### src/rtl/lc2k_multicycle_ctrl.sv
`default_nettype none
// ============================================================================
// Module      : lc2k_multicycle_ctrl
// Description : Multicycle control FSM for the LC2K CPU datapath. Sequences
//               FETCH / DECODE / EXEC / MEM / WB for all eight opcodes and
//               handshakes with a unified memory via mem_req / mem_ready.
// Revision    : 1.0 - initial release
// ----------------------------------------------------------------------------
// Parameters:
//   MEM_TIMEOUT        nonzero: cycles mem_req may wait for mem_ready before
//                      the FSM enters ERROR; 0 disables the timeout
// Optional build macro:
//   LC2K_CTRL_PERF_CNT_EN  adds retired_cnt[31:0] (retired-instruction count)
// Ports:
//   clk                system clock, rising edge
//   rst_n              asynchronous active-low reset
//   opcode[2:0]        IR[24:22], valid from DECODE onward
//   alu_eq             ALU equality flag, valid in EXEC
//   mem_ready          memory completes the current access this cycle
//   mem_req            memory access request
//   mem_we             1 = store, 0 = load/fetch
//   mem_addr_sel       0 = PC, 1 = ALU result
//   ir_write           load IR from mem_rdata
//   pc_write           load PC from pc_src result
//   pc_src[1:0]        0 = PC+1, 1 = PC+1+offset, 2 = regA
//   alu_op[1:0]        0 = add, 1 = nor, 2 = sub/compare
//   alu_src_b          0 = regB, 1 = sign-extended offset
//   reg_write_en       register-file write strobe
//   CONTROL_WRITE_REG  1 = destReg (add/nor), 0 = regB (lw/jalr)
//   wb_sel[1:0]        0 = ALU, 1 = mem_rdata, 2 = PC+1
//   halted             halt retired; sticky until reset
//   error              memory timeout; sticky until reset
// ============================================================================
module lc2k_multicycle_ctrl #(
    parameter int unsigned MEM_TIMEOUT = 0
) (
    input  logic        clk,
    input  logic        rst_n,
    input  logic [2:0]  opcode,
    input  logic        alu_eq,
    input  logic        mem_ready,
    output logic        mem_req,
    output logic        mem_we,
    output logic        mem_addr_sel,
    output logic        ir_write,
    output logic        pc_write,
    output logic [1:0]  pc_src,
    output logic [1:0]  alu_op,
    output logic        alu_src_b,
    output logic        reg_write_en,
    output logic        CONTROL_WRITE_REG,
    output logic [1:0]  wb_sel,
    output logic        halted,
    output logic        error
`ifdef LC2K_CTRL_PERF_CNT_EN
    ,
    output logic [31:0] retired_cnt
`endif
);

    typedef enum logic [2:0] {
        S_RESET  = 3'd0,
        S_FETCH  = 3'd1,
        S_DECODE = 3'd2,
        S_EXEC   = 3'd3,
        S_MEM    = 3'd4,
        S_WB     = 3'd5,
        S_HALTED = 3'd6,
        S_ERROR  = 3'd7
    } state_t;

    localparam logic [2:0] c_OP_ADD  = 3'b000;
    localparam logic [2:0] c_OP_NOR  = 3'b001;
    localparam logic [2:0] c_OP_LW   = 3'b010;
    localparam logic [2:0] c_OP_SW   = 3'b011;
    localparam logic [2:0] c_OP_BEQ  = 3'b100;
    localparam logic [2:0] c_OP_JALR = 3'b101;
    localparam logic [2:0] c_OP_HALT = 3'b110;
    localparam logic [2:0] c_OP_NOOP = 3'b111;

    state_t      r_state;
    logic [2:0]  r_op;
    logic [31:0] r_to_cnt;

    // Registered strobes. r_fetch / r_beq mark states whose write strobes
    // must be qualified by the same-cycle mem_ready / alu_eq input.
    logic        r_req, r_we, r_asel, r_fetch, r_beq, r_pcw;
    logic [1:0]  r_pcs, r_aop, r_wbs;
    logic        r_srcb, r_rwe, r_cwr, r_hlt, r_err;

    state_t      w_state_next;
    logic [2:0]  w_op_next;
    logic        w_wait;
    logic        w_to_hit;
    logic        w_req, w_we, w_asel, w_fetch, w_beq, w_pcw;
    logic [1:0]  w_pcs, w_aop, w_wbs;
    logic        w_srcb, w_rwe, w_cwr, w_hlt, w_err;

    // A memory-waiting cycle: request outstanding and not completed.
    assign w_wait   = ((r_state == S_FETCH) || (r_state == S_MEM)) && !mem_ready;
    // Limit hit only on a waiting cycle, so mem_ready on that cycle wins.
    assign w_to_hit = (MEM_TIMEOUT != 0) && w_wait &&
                      ((r_to_cnt + 32'd1) == MEM_TIMEOUT);

    assign w_op_next = (r_state == S_DECODE) ? opcode : r_op;

    // Next-state logic
    always_comb begin
        w_state_next = r_state;
        case (r_state)
            S_RESET:  w_state_next = S_FETCH;
            S_FETCH: begin
                if (mem_ready)     w_state_next = S_DECODE;
                else if (w_to_hit) w_state_next = S_ERROR;
            end
            S_DECODE: begin
                if (opcode == c_OP_HALT)      w_state_next = S_HALTED;
                else if (opcode == c_OP_NOOP) w_state_next = S_FETCH;
                else                          w_state_next = S_EXEC;
            end
            S_EXEC: begin
                case (r_op)
                    c_OP_LW, c_OP_SW: w_state_next = S_MEM;
                    c_OP_BEQ:         w_state_next = S_FETCH;
                    c_OP_ADD, c_OP_NOR, c_OP_JALR: w_state_next = S_WB;
                    default:          w_state_next = S_FETCH;
                endcase
            end
            S_MEM: begin
                if (mem_ready)     w_state_next = (r_op == c_OP_SW) ? S_FETCH : S_WB;
                else if (w_to_hit) w_state_next = S_ERROR;
            end
            S_WB:     w_state_next = S_FETCH;
            S_HALTED: w_state_next = S_HALTED;
            S_ERROR:  w_state_next = S_ERROR;
            default:  w_state_next = S_RESET;
        endcase
    end

    // Output decode of the upcoming state, registered below so the outputs
    // have no combinational path from opcode.
    always_comb begin
        w_req   = 1'b0;
        w_we    = 1'b0;
        w_asel  = 1'b0;
        w_fetch = 1'b0;
        w_beq   = 1'b0;
        w_pcw   = 1'b0;
        w_pcs   = 2'd0;
        w_aop   = 2'd0;
        w_srcb  = 1'b0;
        w_rwe   = 1'b0;
        w_cwr   = 1'b0;
        w_wbs   = 2'd0;
        w_hlt   = 1'b0;
        w_err   = 1'b0;
        case (w_state_next)
            S_FETCH: begin
                w_req   = 1'b1;
                w_fetch = 1'b1;
            end
            S_EXEC: begin
                case (w_op_next)
                    c_OP_NOR:         w_aop  = 2'd1;
                    c_OP_LW, c_OP_SW: w_srcb = 1'b1;
                    c_OP_BEQ: begin
                        w_aop = 2'd2;
                        w_pcs = 2'd1;
                        w_beq = 1'b1;
                    end
                    default: ;
                endcase
            end
            S_MEM: begin
                w_req  = 1'b1;
                w_asel = 1'b1;
                w_we   = (w_op_next == c_OP_SW);
            end
            S_WB: begin
                w_rwe = 1'b1;
                case (w_op_next)
                    c_OP_ADD, c_OP_NOR: w_cwr = 1'b1;
                    c_OP_LW:            w_wbs = 2'd1;
                    c_OP_JALR: begin
                        // regB takes the old PC+1 while PC takes regA in the
                        // same edge, which handles regA == regB correctly.
                        w_wbs = 2'd2;
                        w_pcw = 1'b1;
                        w_pcs = 2'd2;
                    end
                    default: ;
                endcase
            end
            S_HALTED: w_hlt = 1'b1;
            S_ERROR:  w_err = 1'b1;
            default: ;
        endcase
    end

    always_ff @(posedge clk or negedge rst_n) begin
        if (!rst_n) begin
            r_state  <= S_RESET;
            r_op     <= 3'd0;
            r_to_cnt <= 32'd0;
            r_req    <= 1'b0;
            r_we     <= 1'b0;
            r_asel   <= 1'b0;
            r_fetch  <= 1'b0;
            r_beq    <= 1'b0;
            r_pcw    <= 1'b0;
            r_pcs    <= 2'd0;
            r_aop    <= 2'd0;
            r_srcb   <= 1'b0;
            r_rwe    <= 1'b0;
            r_cwr    <= 1'b0;
            r_wbs    <= 2'd0;
            r_hlt    <= 1'b0;
            r_err    <= 1'b0;
        end else begin
            r_state  <= w_state_next;
            r_op     <= w_op_next;
            r_to_cnt <= (w_wait && (MEM_TIMEOUT != 0)) ? (r_to_cnt + 32'd1) : 32'd0;
            r_req    <= w_req;
            r_we     <= w_we;
            r_asel   <= w_asel;
            r_fetch  <= w_fetch;
            r_beq    <= w_beq;
            r_pcw    <= w_pcw;
            r_pcs    <= w_pcs;
            r_aop    <= w_aop;
            r_srcb   <= w_srcb;
            r_rwe    <= w_rwe;
            r_cwr    <= w_cwr;
            r_wbs    <= w_wbs;
            r_hlt    <= w_hlt;
            r_err    <= w_err;
        end
    end

    assign mem_req           = r_req;
    assign mem_we            = r_we;
    assign mem_addr_sel      = r_asel;
    assign ir_write          = r_fetch & mem_ready;
    assign pc_write          = r_pcw | (r_fetch & mem_ready) | (r_beq & alu_eq);
    assign pc_src            = r_pcs;
    assign alu_op            = r_aop;
    assign alu_src_b         = r_srcb;
    assign reg_write_en      = r_rwe;
    assign CONTROL_WRITE_REG = r_cwr;
    assign wb_sel            = r_wbs;
    assign halted            = r_hlt;
    assign error             = r_err;

`ifdef LC2K_CTRL_PERF_CNT_EN
    logic [31:0] r_retired_cnt;
    logic        w_retire;

    assign w_retire = (r_state == S_WB) ||
                      ((r_state == S_EXEC) && (r_op == c_OP_BEQ)) ||
                      ((r_state == S_MEM) && mem_ready && (r_op == c_OP_SW)) ||
                      ((r_state == S_DECODE) &&
                       ((opcode == c_OP_HALT) || (opcode == c_OP_NOOP)));

    always_ff @(posedge clk or negedge rst_n) begin
        if (!rst_n) begin
            r_retired_cnt <= 32'd0;
        end else if (w_retire) begin
            r_retired_cnt <= r_retired_cnt + 32'd1;
        end
    end

    assign retired_cnt = r_retired_cnt;
`endif

endmodule
`default_nettype wire

### config.mk
export PLATFORM = sky130hd
export DESIGN_NAME = lc2k_multicycle_ctrl
export DESIGN_NICKNAME = d
export VERILOG_FILES = /design/src/rtl/lc2k_multicycle_ctrl.sv
export SDC_FILE = /design/constraint.sdc
export NUM_CORES = 1
export LEC_CHECK = 0
export CORE_MARGIN = 4
export CORE_UTILIZATION = 44
export DETAILED_ROUTE_END_ITERATION = 8
export GPL_ROUTABILITY_DRIVEN = 1
export PLACE_DENSITY_LB_ADDON = 0.12
export SYNTH_ARGS = -nofsm -noshare
export SYNTH_HDL_FRONTEND = slang
export SYNTH_SLANG_ARGS = --single-unit
export TNS_END_PERCENT = 50
### constraint.sdc
create_clock -name clk -period 2.7 [get_ports clk]
set_input_delay 0.405 -clock clk [delete_from_list [all_inputs] [get_ports clk]]
set_output_delay 0.405 -clock clk [all_outputs]
set_load 0.03 [all_outputs]
==> results.cfg <==
[critical_path]
slowest_delay_ns = 0.59
worst-path-buf-inv = 2
cp.arrival_ns = 1.95
critPathMaxFanout = 5
critical_path.cell_chain = clkdlybuf4s50_1, and2_1, a211o_1, clkdlybuf4s50_1
cp-start-kind = primary input
end_kind = output pin
critPathKind = in2out
critical-path-slowest-cell = clkdlybuf4s50_1
required_ns = 2.30
critPathTopFamily = buffers and inverters
crit_top_cell = clkdlybuf4s50_1

[timing]
report.final.slew_viol_count = 0
clock_skew_ns = 0.00244
hold_violations = 0
worst_pin_slew_ns = 0.566
whs_ns = 0.442
fin_crit_ns = 2.35
period_share_pct = 87.1
max_slew_margin_pct = 62.1
maxClockFrequency_mhz = 425
rsz0062_at_grt = no
tns_ns = 0
setup_viol = 0

[route]
routedWlPerCell_um = 13.5
ant_nets = 0
drt_iter0_drc = 19
dr.pass1.iters = 4
viasPerCell = 5.29
routed_wl_um = 1840
vias = 725
drc = 0

[synthesis]
syn_area_mm2 = 0.00104
syn_avg_cell_area_um2 = 11.9
ys_warn_count = 0
ys_seq_area_share_pct = 50.7
synthArstFlopShare_pct = 100
synth.net_count = 94
synth.distinct_cells = 43
syn_inst = 87
ys_ff_latch = 21
synth_edf_count = 0
synth-main-ff-cell = dfrtp_1

[clock_network]
tritoncts = done
clk_latency_ns = 0.29
htree_levels = 1
clockBufferDepth = 2
cts.root.buffer_cell = clkbuf_4
cts_made_buffers = 3
cts_resized = 0
numClockSinks = 21
path_clk_slew_ns = 0.10
cts_post_setup_buffers_inserted = 0
hold_buffers = 0

[cells_and_area]
ff_latch_area_um2 = 526
syn_to_final_growth_pct = 23.6
instances_no_fill = 137
fin_area_mm2 = 0.00128
final_common_cell = clkdlybuf4s50_1
multi_input_area_um2 = 447
mostFrequentLayoutCells = clkdlybuf4s50_1 (22), dfrtp_1 (21), nor2_1 (5), nor3_1 (5), inv_1 (4)
n_antenna_cell = 0
final.fill_count = 201
final_nets = 117
drive_above_1_share_pct = 20.2

[grt]
grt_max_degree = 22
grt_first_pass_wirelength_um = 3290
grt_overflow = 0
grt_pass1_vias = 732
grt.total_usage_pct = 13.0
antenna_found_initial = 0

[place]
dp_cells = 133
port-buffer-count = 22
hpwl_um = 1420
place_congestion = 0.871
dpl_cell_area_mm2 = 0.00125

[floorplan]
rows = 17
die_w_um = 56.5
ioPinCount = 23
initial_core_util_pct = 46.4
die_area_mm2 = 0.00320
core_mm2 = 0.00223
die_height_um = 56.5

[flow_run]
max_cap_viol_count = 0

[worst_hold_path]
hold_path.class = in2async

[power]
cellLeakagePower_nw = 0.581
power_density_mw_per_mm2 = 1040
ir_worst_vdd_mv = 0.579

[status]
outcome = completed
per-layer routing:
| metal | vias up | part of all wire, % | global-route usage [%] |
|---|---|---|---|
| met5 | - | 0 | 0 |
| met2 | 17 | 48 | 21.3 |
| met1 | 351 | 46 | 16.5 |
| met3 | 2 | 6.0 | 3.68 |
| met4 | 0 | 0.92 | 4.07 |
| li1 | 355 | - | - |
sequential cells by signal (all words and copies together), names as in the netlist:
signal and count:
reg_write_en 1, alu_op 2, mem_addr_sel 1, error 1, pc_src 2, r_op 3
halted 1, wb_sel 1, r_beq 1, mem_req 1, CONTROL_WRITE_REG 1, r_fetch 1
alu_src_b 1, r_state 3, mem_we 1
final cells by class:
cell class | count | share of cell area [%]
clock buffers | 4 | 2.05
inverters | 5 | 1.47
flip-flops and latches | 21 | 41.1
repair buffers | 23 | 17.8
well taps | 28 | 2.74
multi-input cells | 56 | 34.9
metrics by stage:
step	power, mW	utilization (%)	worst slack [ns]
2_1_floorplan	1.02	-	1.14
5_1_grt	1.43	57.3	0.283
4_1_cts	1.34	57.3	0.330
6_report	1.33	57.3	0.349
3_5_place_dp	1.19	56.1	0.334
3_3_place_gp	1.19	56.1	0.380
logic make-up after synthesis:
kind of cell | count (synthesis) | synth area share [%]
buffers and inverters | 10 | 6.16
DFF | 21 | 50.7
AOI/OAI and AO/OA | 16 | 12.9
muxes | 4 | 4.11
and+or+nand+nor | 36 | 26.1
worst paths after layout:
kind / to / slack, ns / cells past startpoint / start
hold / removal: mem_req$_DFF_PN0_ / 0.44 / 2 / rst_n
hold reg to reg: r_op[1]$_DFF_PN0_ / 0.63 / 1 / r_op[1]$_DFF_PN0_
max in group asynchronous: reg_write_en$_DFF_PN0_ / 2.06 / 2 / rst_n
min in group clk: r_op[1]$_DFF_PN0_ / 0.63 / 1 / r_op[1]$_DFF_PN0_
setup reg to reg: pc_src[0]$_DFF_PN0_ / 0.73 / 4 / r_state[1]$_DFF_PN0_
setup / recovery: pc_write / 0.35 / 4 / mem_ready
where the power goes:
part / internal [mW] / switching (mW)
clock network: 0.0574 / 0.0852
logic: 0.297 / 0.362
registers: 0.407 / 0.116
total: 0.762 / 0.563
synth_stat cells, types with 3 or more instances:
cell type | instances | share of area (%)
buf_4 | 3 | 2.2
o21ai_1 | 3 | 1.4
inv_1 | 4 | 1.4
nor2_1 | 5 | 1.8
nand2_1 | 3 | 1.1
dfrtp_1 | 21 | 51
nor3_1 | 5 | 2.4
Note: power is estimated with default switching activity, not from simulation.
